## src/rtl/line_drive_ctrl.sv

```systemverilog
// line_drive_ctrl
//   Decision stage in front of the motor driver. Debounces the three IR
//   line-tracker bits, runs the tracking FSM (follow / turn / search / halt,
//   plus obstacle block) and ramps the PWM duty so the car never jerks.
//
// Ports
//   clk        system clock
//   rst        synchronous active-high reset
//   enable     run request, low forces IDLE
//   sensor     {left, centre, right}, 1 = line detected
//   obstacle   1 = object too close (ultrasonic front end)
//   mode       00 stop, 01 forward, 10 turn left, 11 turn right (registered)
//   speed      PWM duty 0..1023 (registered)
//   state_dbg  current FSM state encoding for LEDs
module line_drive_ctrl #(
  parameter int FILT_CYC     = 16,
  parameter int RAMP_DIV     = 1000,
  parameter int RAMP_STEP    = 50,
  parameter int FWD_SPEED    = 700,
  parameter int TURN_SPEED   = 550,
  parameter int SEARCH_SPEED = 450,
  parameter int LOST_CYC     = 50000000
) (
  input  logic       clk,
  input  logic       rst,
  input  logic       enable,
  input  logic [2:0] sensor,
  input  logic       obstacle,
  output logic [1:0] mode,
  output logic [9:0] speed,
  output logic [2:0] state_dbg
);

  typedef enum logic [2:0] {
    S_IDLE  = 3'd0,
    S_FWD   = 3'd1,
    S_LEFT  = 3'd2,
    S_RIGHT = 3'd3,
    S_LOST  = 3'd4,
    S_BLOCK = 3'd5,
    S_HALT  = 3'd6
  } state_t;

  typedef enum logic {
    DIR_LEFT  = 1'b0,
    DIR_RIGHT = 1'b1
  } dir_t;

  localparam int FCW = (FILT_CYC > 1) ? $clog2(FILT_CYC) : 1;
  localparam int DCW = (RAMP_DIV > 1) ? $clog2(RAMP_DIV) : 1;
  localparam int LCW = (LOST_CYC > 1) ? $clog2(LOST_CYC) : 1;

  // ---------------------------------------------------------------------
  // Sensor filter: a raw pattern must sit unchanged for FILT_CYC cycles
  // before it is copied to filt. The count saturates at FILT_CYC-1 and
  // keeps reloading filt with the same value while the input is stable.
  // ---------------------------------------------------------------------
  logic [2:0]     filt, cand;
  logic [FCW-1:0] filt_cnt;

  always_ff @(posedge clk) begin
    if (rst) begin
      filt     <= 3'b010;
      cand     <= 3'b010;
      filt_cnt <= '0;
    end else if (sensor != cand) begin
      cand     <= sensor;
      filt_cnt <= '0;
    end else if (filt_cnt == FCW'(FILT_CYC - 1)) begin
      filt     <= cand;
    end else begin
      filt_cnt <= filt_cnt + 1'b1;
    end
  end

  // ---------------------------------------------------------------------
  // Tracking FSM
  // ---------------------------------------------------------------------
  state_t         state, nxt, mapped;
  dir_t           last_dir;
  logic [LCW-1:0] lost_cnt;
  logic           lost_to;

  // 101 is ambiguous (line under both outer sensors): hold the current
  // heading, except from the stopped states where we just go straight.
  function automatic state_t sensor_state(input logic [2:0] s, input state_t cur);
    state_t r;
    case (s)
      3'b010, 3'b111: r = S_FWD;
      3'b110, 3'b100: r = S_LEFT;
      3'b011, 3'b001: r = S_RIGHT;
      3'b000:         r = S_LOST;
      default:        r = (cur == S_IDLE || cur == S_BLOCK) ? S_FWD : cur;
    endcase
    sensor_state = r;
  endfunction

  assign mapped  = sensor_state(filt, state);
  assign lost_to = (state == S_LOST) && (lost_cnt == LCW'(LOST_CYC - 1));

  // Priority: !enable > obstacle > lost timeout > filtered sensor.
  always_comb begin
    nxt = state;
    if (!enable) begin
      nxt = S_IDLE;
    end else begin
      case (state)
        S_IDLE:                 nxt = mapped;
        S_FWD, S_LEFT, S_RIGHT: nxt = obstacle ? S_BLOCK : mapped;
        S_LOST: begin
          if (obstacle)     nxt = S_BLOCK;
          else if (lost_to) nxt = S_HALT;
          else              nxt = mapped;
        end
        S_BLOCK:                nxt = obstacle ? S_BLOCK : mapped;
        S_HALT:                 nxt = S_HALT;
        default:                nxt = S_IDLE;
      endcase
    end
  end

  // State, search bookkeeping and the mode decode. mode is decoded from the
  // registered state, so it trails a state change by one cycle.
  always_ff @(posedge clk) begin
    if (rst) begin
      state    <= S_IDLE;
      last_dir <= DIR_LEFT;
      lost_cnt <= '0;
      mode     <= 2'b00;
    end else begin
      state <= nxt;
      if (nxt == S_LEFT)       last_dir <= DIR_LEFT;
      else if (nxt == S_RIGHT) last_dir <= DIR_RIGHT;
      // Zero whenever outside LOST, so every LOST entry starts from 0.
      lost_cnt <= (state == S_LOST) ? lost_cnt + 1'b1 : '0;
      case (state)
        S_FWD:   mode <= 2'b01;
        S_LEFT:  mode <= 2'b10;
        S_RIGHT: mode <= 2'b11;
        // Spin toward the side the line was last seen on.
        S_LOST:  mode <= (last_dir == DIR_LEFT) ? 2'b10 : 2'b11;
        default: mode <= 2'b00;
      endcase
    end
  end

  assign state_dbg = state;

  // ---------------------------------------------------------------------
  // Speed ramp
  // ---------------------------------------------------------------------
  logic [9:0]     target;
  logic [DCW-1:0] div;
  logic           tick;
  logic [10:0]    sum;

  always_comb begin
    target = '0;
    case (state)
      S_FWD:          target = 10'(FWD_SPEED);
      S_LEFT, S_RIGHT: target = 10'(TURN_SPEED);
      S_LOST:         target = 10'(SEARCH_SPEED);
      default:        target = '0;
    endcase
  end

  assign tick = (div == DCW'(RAMP_DIV - 1));
  // One spare bit so speed + step cannot wrap past 1023 before the clamp.
  assign sum  = {1'b0, speed} + 11'(RAMP_STEP);

  always_ff @(posedge clk) begin
    if (rst) begin
      div   <= '0;
      speed <= '0;
    end else begin
      div <= tick ? '0 : div + 1'b1;
      // Slowing down is immediate; only acceleration is rate limited.
      if (target < speed)
        speed <= target;
      else if (tick)
        speed <= (sum > {1'b0, target}) ? target : sum[9:0];
    end
  end

endmodule

```

## config.mk

```make
export PLATFORM = sky130hd
export DESIGN_NAME = line_drive_ctrl
export DESIGN_NICKNAME = d
export VERILOG_FILES = /design/src/rtl/line_drive_ctrl.sv
export SDC_FILE = /design/constraint.sdc
export NUM_CORES = 1
export LEC_CHECK = 0
export BUFFER_PORTS_ARGS = -buffer_cell sky130_fd_sc_hd__buf_2
export CAP_MARGIN = 20
export CORE_MARGIN = 2
export CORE_UTILIZATION = 65
export CTS_BUF_LIST = sky130_fd_sc_hd__clkbuf_4 sky130_fd_sc_hd__clkbuf_8
export CTS_CLUSTER_SIZE = 25
export DETAILED_ROUTE_END_ITERATION = 7
export GPL_TIMING_DRIVEN = 0
export HOLD_SLACK_MARGIN = 0.03
export PLACE_DENSITY = 0.94
export SYNTH_ARGS = -nofsm -noshare
export SYNTH_HDL_FRONTEND = slang
export SYNTH_SLANG_ARGS = --single-unit
```

## constraint.sdc

```tcl
create_clock -name clk -period 7.5 [get_ports clk]
set_input_delay 1.125 -clock clk [delete_from_list [all_inputs] [get_ports clk]]
set_output_delay 1.125 -clock clk [all_outputs]
set_load 0.01 [all_outputs]
```

==> flow_summary.ini <==
[grt]
grt_pass1_wl_um = 12280
first_global_vias = 2883
grt_start_max_net_pins = 12
grt.total_usage_pct = 28.30
antenna_found_initial = 0
gr-total-overflow = 0

[synth]
yosys.area_share.simple_pct = 27.23
ys_seq_area_share_pct = 36.35
avgSynthCellArea_um2 = 8.357
syn_area_um2 = 3359
synth_edf_count = 0
ys_async_sr_fraction_pct = 0
yosysUniqueCellTypes = 56
synth-main-ff-cell = dfxtp_1
muxShareOfSynthArea_pct = 1.490
synth_top_family_by_area = simple AND/OR/NAND/NOR gates
synth-xor-area-share_pct = 10.95
ys_warn_count = 0
postSynthCellCount = 402
ys_ff_latch = 61
synth_adder_area_share_pct = 8.529
synth_compound_area_share_pct = 10.99
syn-num-nets = 431

[clocking]
clock_latency_ns = 0.35
clock_sinks = 61
path_clk_slew_ns = 0.07
cts.htree.levels = 3
cts_hold_buf = 0
cts_root_buf = clkbuf_8
post_cts_buffers = 0
cts_buffer_depth = 2
cts_resized = 0
cts_buffers = 9
cts_tree = done

[detailed_routing]
drt-vias-per-instance = 5.978
routedWlPerCell_um = 14.71
drc = 0
drt_iter0_markers = 171
firstDrtPassIters = 5
vias = 3037
ant_nets = 0
routed_wl_um = 7472

[critical_path]
cp_data_required_time_ns = 7.76
critical-path-slowest-cell = a2111oi_0
crit_type = reg -> reg
path_cells = ha_1 -> a21oi_1 -> a2111oi_0 -> xnor2_1 -> ha_1 -> and3_1 -> a211oi_1 -> a31oi_1 -> nand2_2 -> nand2_1 -> or3_1 -> o2111ai_1
crit_top_cell = ha_1
critPathArrivalTime_ns = 3.80
end_kind = register
cp_max_fo = 7
start_kind = register
slowest_delay_ns = 0.58

[die]
fp.dieArea_um2 = 5759
pin_count = 22
start_util_pct = 66.63
core_um2 = 5042
fp.dieW_um = 75.89
die_y_um = 75.89
std_cell_rows = 26

[timing]
min_period_ns = 3.540
drv_slew = 0
post-route-period-util_pct = 47.19
tns_ns = 0
fmax_mhz = 282.5
setup_viol = 0
tightestPinTransition_ns = 0.6637
hold_violations = 0
rsz0062_at_grt = no
fin_skew_ns = 0.009423
slew_headroom_pct = 55.34

[cells_and_area]
nNetsFinal = 462
synthToLayoutAreaGrowth_pct = 10.84
drive_above_1_share_pct = 13.24
diodes = 0
layout.cells.non_filler = 508
final_cell_mix = 64 x nor2_1, 61 x dfxtp_1, 32 x nand2_1
final_common_cell = nor2_1

[outcome]
status = complete, no violations

[placement]
placedCellCount = 492
io_buffers = 20
post-dp-hpwl_um = 5498
gp_congestion = 0.9365

[min_path]
min_path_type = reg -> reg

[job]
max-cap-violations = 0

[power_and_ir_drop]
powerDensity_nw_per_um2 = 254.9
p_leak_uw = 0.001437
ir_drop_mv = 0.1785
-- routing by layer --
| layer | wire (µm) | GRT usage (%) | vias up |
|---|---|---|---|
| met5 | 0 | 0 | - |
| met4 | 173 | 14.81 | 0 |
| met3 | 436 | 6.085 | 25 |
| met2 | 3714 | 50.10 | 112 |
| met1 | 3147 | 31.59 | 1433 |
| li1 | - | - | 1467 |
-- layout make-up --
type	count	area, µm²
Clock buffer	10	137.6
Timing Repair Buffer	20	100.1
Tap cell	70	87.58
Clock inverter	6	38.79
Multi-Input combinational cell	307	1992
Sequential cell	61	1221
Fill cell	367	1319
Buffer	10	56.30
Inverter	24	90.09
-- report_power, final --
part | leakage, µW | switching, µW | internal (µW)
clock | 0.0000880 | 133 | 127
combinational | 0.000855 | 190 | 130
sequential | 0.000494 | 26.5 | 342
total | 0.00144 | 350 | 599
-- cell usage after synthesis, drive strengths merged, types with 4 or more instances --
| master | n | share of area [%] |
|---|---|---|
| and2 | 4 | 0.82 |
| a31oi | 4 | 0.74 |
| nor4 | 5 | 1.1 |
| nand4 | 15 | 2.8 |
| nand3 | 29 | 4.3 |
| or3 | 7 | 1.6 |
| nor2b | 4 | 0.74 |
| clkbuf | 7 | 0.78 |
| mux2i | 5 | 1.5 |
| inv | 24 | 2.7 |
| o21ai | 6 | 1.2 |
| a21oi | 13 | 1.9 |
| nor2 | 64 | 7.2 |
| nor3 | 8 | 1.2 |
| xnor2 | 24 | 6.3 |
| dfxtp | 61 | 36 |
| and3 | 9 | 1.8 |
| xor2 | 18 | 4.7 |
| nand2 | 33 | 3.8 |
| ha | 22 | 8.2 |
-- logic make-up after synthesis --
family	after synthesis
AND/OR/NAND/NOR	187
flip-flops	61
AO/OA/AOI/OAI	49
XOR/XNOR	42
buffers and inverters	34
adder cells (fa/ha/maj)	23
multiplexers	5
other	1
-- registers in the layout (all words and copies together), names as in the netlist --
name	count
lost_cnt	26
div	10
speed	9
filt_cnt	4
cand	3
filt	3
state_dbg	3
mode	2
last_dir	1
-- stage by stage --
stage               utilization [%]  worst slack [ns]  hold slack (ns)  power, µW  area, µm²
floorplan                         -             4.512           0.4175      608.0       3359
finish                        73.85             3.960           0.4691      949.2       3724
global placement              70.35             4.205           0.4308      673.8       3547
global route                  73.85             3.696           0.5079       1000       3724
detailed placement            70.35             4.088           0.4536      687.0       3547
CTS                           73.85             4.052           0.4712      946.6       3724
-- critical path: cells and delay by family (launching register included) --
kind | cells | cell delay, ns
AO/OA/AOI/OAI | 5 | 1.19
XOR/XNOR | 1 | 0.26
adder cells (fa/ha/maj) | 2 | 0.60
flip-flops | 1 | 0.47
AND/OR/NAND/NOR | 4 | 0.93
-- final timing paths --
kind | startpoint | to | slack, ns | cells past startpoint
setup / recovery | speed[1] | speed[5] | 3.96 | 12
hold reg to reg | div[0] | div[0] | 0.47 | 1
hold / removal | div[0] | div[0] | 0.47 | 1
setup reg to reg | speed[1] | speed[5] | 3.96 | 12
Power figures use the tool's default switching activity.
